### config.mk
export PLATFORM = sky130hd
export DESIGN_NAME = dm_scan_ctrl_flat
export DESIGN_NICKNAME = d
export VERILOG_FILES = /design/src/rtl/dm_pkg.sv /design/src/rtl/dm_scan_ctrl_if.sv /design/src/rtl/dm_pattern_rom.sv /design/src/rtl/dm_scan_ctrl.sv /design/src/flat_wrapper.sv
export SDC_FILE = /design/constraint.sdc
export NUM_CORES = 1
export LEC_CHECK = 0
export BUFFER_PORTS_ARGS = -buffer_cell sky130_fd_sc_hd__buf_2
export CAP_MARGIN = 0
export CORE_MARGIN = 2
export CORE_UTILIZATION = 65
export CTS_BUF_LIST = sky130_fd_sc_hd__clkbuf_2 sky130_fd_sc_hd__clkbuf_4 sky130_fd_sc_hd__clkbuf_8
export DETAILED_ROUTE_END_ITERATION = 10
export MAX_ROUTING_LAYER = met4
export PLACE_DENSITY = 0.85
export REMOVE_ABC_BUFFERS = 1
export SETUP_SLACK_MARGIN = 0.5
export SYNTH_ARGS = -nofsm -noshare
export SYNTH_HDL_FRONTEND = slang
export SYNTH_SLANG_ARGS = --single-unit
### constraint.sdc
create_clock -name i_Clk -period 6.1 [get_ports i_Clk]
set_clock_uncertainty 0.15 [all_clocks]
set_input_delay 0.61 -clock i_Clk [delete_from_list [all_inputs] [get_ports i_Clk]]
set_output_delay 0.61 -clock i_Clk [all_outputs]
set_load 0.1 [all_outputs]
### src/rtl/dm_pkg.sv
`default_nettype none
// ============================================================================
// dm_pkg : shared state type, pattern codes and pattern ROM for dm_scan_ctrl
// Rev 1.0
// ============================================================================
package dm_pkg;

  typedef enum logic [1:0] {
    ST_IDLE = 2'd0,
    ST_LOAD = 2'd1,
    ST_SCAN = 2'd2
  } state_t;

  // Same encoding the game logic uses for its compare result
  localparam logic [1:0] PAT_MATCH  = 2'b00;
  localparam logic [1:0] PAT_DEFEAT = 2'b01;
  localparam logic [1:0] PAT_DOWN   = 2'b10;
  localparam logic [1:0] PAT_UP     = 2'b11;

  // [code][row], bit 7 = column 7, active-high pixels
  localparam logic [0:3][0:7][7:0] PATTERN_ROM = {
    8'h3C, 8'h42, 8'h81, 8'h81, 8'h81, 8'h81, 8'h42, 8'h3C,
    8'h81, 8'h42, 8'h24, 8'h18, 8'h18, 8'h24, 8'h42, 8'h81,
    8'h18, 8'h18, 8'h18, 8'h18, 8'hFF, 8'h7E, 8'h3C, 8'h18,
    8'h18, 8'h3C, 8'h7E, 8'hFF, 8'h18, 8'h18, 8'h18, 8'h18
  };

endpackage
`default_nettype wire

### src/rtl/dm_scan_ctrl_if.sv
`default_nettype none
// ============================================================================
// dm_scan_ctrl_if : control inputs and matrix pin outputs of dm_scan_ctrl
// Rev 1.0
// ============================================================================
interface dm_scan_ctrl_if;

  logic [1:0] i_Pattern;
  logic       i_fLoad;
  logic       i_fClear;
  logic       i_Blink;
  logic       o_Busy;
  logic [7:0] o_DM_Col;
  logic [7:0] o_DM_Row;

  modport master (
    output i_Pattern, i_fLoad, i_fClear, i_Blink,
    input  o_Busy, o_DM_Col, o_DM_Row
  );

  modport slave (
    input  i_Pattern, i_fLoad, i_fClear, i_Blink,
    output o_Busy, o_DM_Col, o_DM_Row
  );

endinterface
`default_nettype wire

### src/rtl/dm_pattern_rom.sv
`default_nettype none
// ============================================================================
// dm_pattern_rom : combinational lookup of one 8-pixel row of a pattern
// Rev 1.0
// ============================================================================
module dm_pattern_rom
  import dm_pkg::*;
(
  input  wire logic [1:0] code,
  input  wire logic [2:0] row,
  output logic      [7:0] data
);

  assign data = PATTERN_ROM[code][row];

endmodule
`default_nettype wire

### src/rtl/dm_scan_ctrl.sv
`default_nettype none
// ============================================================================
// dm_scan_ctrl : loads a ROM pattern into a frame buffer and row-scans the 8x8
//                active-low dot matrix with optional blinking
// Rev 1.0
// ============================================================================
module dm_scan_ctrl
  import dm_pkg::*;
#(
  parameter int CLK_DIV      = 1000,
  parameter int BLINK_FRAMES = 32
) (
  input  wire logic    i_Clk,
  input  wire logic    i_Rst,
  dm_scan_ctrl_if.slave dm
);

  localparam int DIV_W = (CLK_DIV > 1) ? $clog2(CLK_DIV) : 1;
  localparam int FRM_W = (BLINK_FRAMES > 1) ? $clog2(BLINK_FRAMES) : 1;
  localparam logic [DIV_W-1:0] DIV_LAST = DIV_W'(CLK_DIV - 1);
  localparam logic [FRM_W-1:0] FRM_LAST = FRM_W'(BLINK_FRAMES - 1);

  state_t           r_state;
  state_t           w_state_nx;
  logic [1:0]       r_code;
  logic [2:0]       r_load_idx;
  logic [7:0]       r_buf [8];
  logic [2:0]       r_row;
  logic [DIV_W-1:0] r_div;
  logic [FRM_W-1:0] r_frame;
  logic             r_blank;
  logic             r_busy;
  logic [7:0]       r_col;
  logic [7:0]       r_row_sel;
  logic [7:0]       w_rom_data;
  logic             w_enter_load;
  logic             w_enter_scan;

  dm_pattern_rom u_rom (
    .code (r_code),
    .row  (r_load_idx),
    .data (w_rom_data)
  );

  always_ff @(posedge i_Clk or negedge i_Rst) begin
    if (!i_Rst) r_state <= ST_IDLE;
    else        r_state <= w_state_nx;
  end

  always_comb begin
    w_state_nx = r_state;
    if (dm.i_fClear) begin
      w_state_nx = ST_IDLE;
    end else begin
      case (r_state)
        ST_IDLE: if (dm.i_fLoad) w_state_nx = ST_LOAD;
        ST_LOAD: if (r_load_idx == 3'd7) w_state_nx = ST_SCAN;
        ST_SCAN: if (dm.i_fLoad) w_state_nx = ST_LOAD;
        default: w_state_nx = ST_IDLE;
      endcase
    end
    w_enter_load = (w_state_nx == ST_LOAD) && (r_state != ST_LOAD);
    w_enter_scan = (w_state_nx == ST_SCAN) && (r_state == ST_LOAD);
  end

  always_ff @(posedge i_Clk or negedge i_Rst) begin
    if (!i_Rst) begin
      r_code     <= PAT_MATCH;
      r_load_idx <= 3'd0;
      for (int i = 0; i < 8; i++) r_buf[i] <= 8'h00;
      r_row      <= 3'd0;
      r_div      <= '0;
      r_frame    <= '0;
      r_blank    <= 1'b0;
      r_busy     <= 1'b0;
      r_col      <= 8'hFF;
      r_row_sel  <= 8'hFF;
    end else begin
      if (w_enter_load) begin
        r_code     <= dm.i_Pattern;
        r_load_idx <= 3'd0;
      end

      if (r_state == ST_LOAD) begin
        r_buf[r_load_idx] <= w_rom_data;
        if (r_load_idx != 3'd7) r_load_idx <= r_load_idx + 3'd1;
      end

      if (w_enter_scan) begin
        r_row   <= 3'd0;
        r_div   <= '0;
        r_frame <= '0;
        r_blank <= 1'b0;
      end else if (r_state == ST_SCAN) begin
        if (r_div == DIV_LAST) begin
          r_div <= '0;
          r_row <= (r_row == 3'd7) ? 3'd0 : r_row + 3'd1;
          if (r_row == 3'd7) begin
            r_frame <= (r_frame == FRM_LAST) ? '0 : r_frame + 1'b1;
            if (r_frame == FRM_LAST) r_blank <= ~r_blank;
          end
        end else begin
          r_div <= r_div + 1'b1;
        end
      end

      // Without blinking the phase is held at "visible" so re-enabling starts lit
      if (!dm.i_Blink) r_blank <= 1'b0;

      r_busy <= (r_state == ST_LOAD);
      if ((r_state == ST_SCAN) && !(dm.i_Blink && r_blank)) begin
        r_row_sel <= ~(8'd1 << r_row);
        r_col     <= ~r_buf[r_row];
      end else begin
        r_row_sel <= 8'hFF;
        r_col     <= 8'hFF;
      end
    end
  end

  assign dm.o_Busy   = r_busy;
  assign dm.o_DM_Col = r_col;
  assign dm.o_DM_Row = r_row_sel;

endmodule
`default_nettype wire

### src/flat_wrapper.sv
// flat-port wrapper written by rule: the top's interface ports become plain ports
module dm_scan_ctrl_flat import dm_pkg::*;
#(
  parameter int CLK_DIV      = 1000,
  parameter int BLINK_FRAMES = 32
)
  (i_Clk, i_Rst, dm_i_Pattern, dm_i_fLoad, dm_i_fClear, dm_i_Blink, dm_o_Busy, dm_o_DM_Col, dm_o_DM_Row);
  dm_scan_ctrl_if dm_i ();
  input  wire logic i_Clk;
  input  wire logic i_Rst;
  input wire logic [$bits(dm_i.i_Pattern)-1:0] dm_i_Pattern;
  input wire logic [$bits(dm_i.i_fLoad)-1:0] dm_i_fLoad;
  input wire logic [$bits(dm_i.i_fClear)-1:0] dm_i_fClear;
  input wire logic [$bits(dm_i.i_Blink)-1:0] dm_i_Blink;
  output wire logic [$bits(dm_i.o_Busy)-1:0] dm_o_Busy;
  output wire logic [$bits(dm_i.o_DM_Col)-1:0] dm_o_DM_Col;
  output wire logic [$bits(dm_i.o_DM_Row)-1:0] dm_o_DM_Row;
  assign dm_i.i_Pattern = dm_i_Pattern;
  assign dm_i.i_fLoad = dm_i_fLoad;
  assign dm_i.i_fClear = dm_i_fClear;
  assign dm_i.i_Blink = dm_i_Blink;
  assign dm_o_Busy = dm_i.o_Busy;
  assign dm_o_DM_Col = dm_i.o_DM_Col;
  assign dm_o_DM_Row = dm_i.o_DM_Row;
  dm_scan_ctrl #(.CLK_DIV(CLK_DIV), .BLINK_FRAMES(BLINK_FRAMES)) u_core (.i_Clk(i_Clk), .i_Rst(i_Rst), .dm(dm_i));
endmodule
==> qor.txt <==
status - complete, no violations
# fillers - 325
Clk pwr share - 26.6%
top cells by count, synth - 59 x dfrtp_1, 46 x nand2_1, 27 x nor2_1
Synth cell types - 53
DRC Markers - 0
HPWL after DPL - 4.61 mm
mux cell area share after synthesis - 11.0%
combinational power share - 27.2%
FMAX - 378 MHz
Synth Flop Type - dfrtp_1
VDD IR max - 0.231 mV
Sw Pwr - 529 µW
GP Congestion - 0.870
Yosys reg bits - 71
crit path DAT - 2.75 ns
Hold Buf Count CTS - 0
largest net degree at the start of global routing - 72
Fin Setup TNS - 0 ns
die footprint - 6050 µm²
leakage - 0.00179 µW
GRT Util Overall - 25.8%
most area-consuming cells after synthesis - dfrtp_1 42%, dfstp_2 8.9%, ha_1 5.7%, mux4_2 5.1%, nand2_1 4.9%
max-cap viol count - 0
WL final - 6.79 mm
Synth Area in Compound Gates - 8.59%
sw frac - 33.7%
Final setup viols - 0
Gate Count Post-Synth - 323
synth warn - 0
Synth top area share - 41.7%
P&R area growth vs syn - 9.47%
post-cts sizing count - 0
Initial Util - 68.5%
GRT overflow - 0
first-pass GRT wire length - 11.7 mm
CTS max path bufs - 2
CTS sink count - 71
CP Cell Sequence - ha_1, ha_1, and3b_1, nand4_2, or4b_1, a21oi_1
Antenna Cells - 0
per-cell routed wire length - 16.3 µm
Placed Area - 3650 µm²
Buf+Inv Stages, Crit Path - 0
Final min period - 2.64 ns
Max transition margin - 43.6%
Fin. Hold Viols - 0
RSZ-0062 raised after global routing - no
vias in the first global route - 2454
met3 usage - 7.21%
H-tree levels - 3
Slew @ Worst Pin - 0.846 ns
Reg clk slew, reported paths - 0.07 ns
clock latency on the worst-skew pair - 0.34 ns
XOR/XNOR Fraction of Synth Area - 1.48%
share of cells above drive strength 1 - 23.7%
initial DRC count - 178
Mapped Area - 3540 µm²
I/O pin cnt - 24
crit-path max FO - 13
Pint - 1040 µW
required time worst endpoint - 6.20 ns
syn_area_per_cell - 11.0 µm²
Final ANT Viol Nets - 0
global route hottest layer - met2
Seq pwr share - 46.1%
CORE AREA - 5170 µm²
Final Max Tran Viols - 0
Die X - 77.8 µm
crit-path max cell delay - 0.73 ns
Worst Setup End Kind - flip-flop
Rows - 26
post-CTS setup buffer count - 0
Synth Area in Simple Gates - 18.6%
met1 Track Usage GR - 34.5%
Largest delay share family, worst path - simple AND/OR/NAND/NOR gates
number of antenna violations at the first check in global routing - 0
vias per cell - 6.05
CP max-delay cell - dfrtp_1
CTS tree - built
Post-synth ARST share - 100%
post-synthesis adder-cell area fraction - 5.65%
CTS buffer count - 9
via count - 2517
Finished Cell Area - 3880 µm²
Die Height - 77.8 µm
main combinational cell family by area after synthesis - simple AND/OR/NAND/NOR gates
Seq/Total Area, Yosys - 50.6%
Port-buffer cells - 23
Nets - 364
Root Buffer - clkbuf_8
most common cell in the netlist - dfrtp_1
crit share post-route - 43.3%
number of synthesized flops with an enable pin - 0
post-synth top area cell - dfrtp_1
critical path's most frequent cell - ha_1
Worst setup SP type - flip-flop
global routing usage on met2 - 37.2%
pwr dens - 405 nW/µm²
Min-Delay Path Class - in -> async
critical path class - reg -> reg
WHS - 0.301 ns
DRT Pass-1 Iters - 5
state kept, by name, summed over array words and instances (netlist names):
signal,cells
u_core.r_buf,32
u_core.r_row,3
u_core.r_blank,1
u_core.r_frame,5
u_core.r_code,2
u_core.dm.o_DM_Row,8
u_core.r_state,2
u_core.r_load_idx,3
u_core.dm.o_DM_Col,4
u_core.r_div,10
u_core.dm.o_Busy,1
metrics by stage:
step / util [%] / worst slack (ns) / std cells / total power [µW]
final: 74.9 / 3.46 / 416 / 1570
after global placement: 70.7 / 3.63 / 400 / 1110
after floorplan: - / 3.79 / 306 / 1020
after detailed placement: 70.7 / 3.47 / 400 / 1140
after CTS: 74.9 / 3.44 / 416 / 1560
after global routing: 74.9 / 3.24 / 416 / 1670
cells by family after synthesis:
family,after synthesis
muxes,27
AOI/OAI and AO/OA,45
and+or+nand+nor,128
DFF,71
xor gates and xnor gates,6
adders and majority gates,16
buffers and inverters,30
layer usage:
layer,up-vias,routed length [µm]
met4,0,104
met5,-,0
met3,13,566
met1,1229,2960
li1,1163,-
met2,112,3150
worst paths after layout:
kind,from,end,slack (ns),cells after the start
setup / recovery,u_core.r_row[0],u_core.r_frame[2],3.46,6
hold / removal,i_Rst,u_core.r_buf[13],0.30,2
setup reg to reg,u_core.r_row[0],u_core.r_frame[2],3.46,6
hold reg to reg,u_core.r_buf[5],u_core.r_buf[5],0.34,2
max in group asynchronous,i_Rst,u_core.r_row[2],4.94,2
min in group i_Clk,dm_i_Pattern[0],u_core.r_code[0],0.32,3
power by group through the flow:
stage / sequential, µW / clock (µW) / combinational (µW)
after floorplan: 692 / 0 / 328
after global placement: 720 / 0 / 392
after detailed placement: 725 / 0 / 415
after CTS: 718 / 420 / 426
after global routing: 741 / 448 / 484
final: 723 / 418 / 427
layout by cell type, fill, tap and decap left out, types with 2 or more instances in the layout:
cell       instances
a22o_1             2
ha_1              16
mux2i_1            4
or2_2              2
xor2_1             2
nand2_1           46
nand2b_1           3
nor4b_1            2
nand3_1           13
o31ai_1            2
bufinv_16          2
o21ai_0           10
dfrtp_1           59
and3_1             5
a21oi_1           12
xnor2_1            4
a21o_1             2
o2111ai_1          2
clkbuf_4           2
nand4_1            2
clkbuf_8           9
clkinv_4           2
a22oi_1            2
or4_1              2
nor2b_1            9
nor2_1            27
o41ai_1            3
inv_1             13
or4b_1             2
buf_2             23
dfstp_2           12
mux4_2             8
a211oi_1           2
mux2_2            15
and2_1             4
area by class of cell:
class                           instances  area [µm²]  share of cell area (%)
Sequential cell                        71        1790                    46.2
Multi-Input combinational cell        222        1600                    41.4
Clock buffer                           11         139                    3.58
Timing Repair Buffer                   24         123                    3.16
Tap cell                               70        87.6                    2.26
Clock inverter                          5        82.6                    2.13
Inverter                               13        48.8                    1.26
Note: power is estimated with default switching activity, not from simulation.
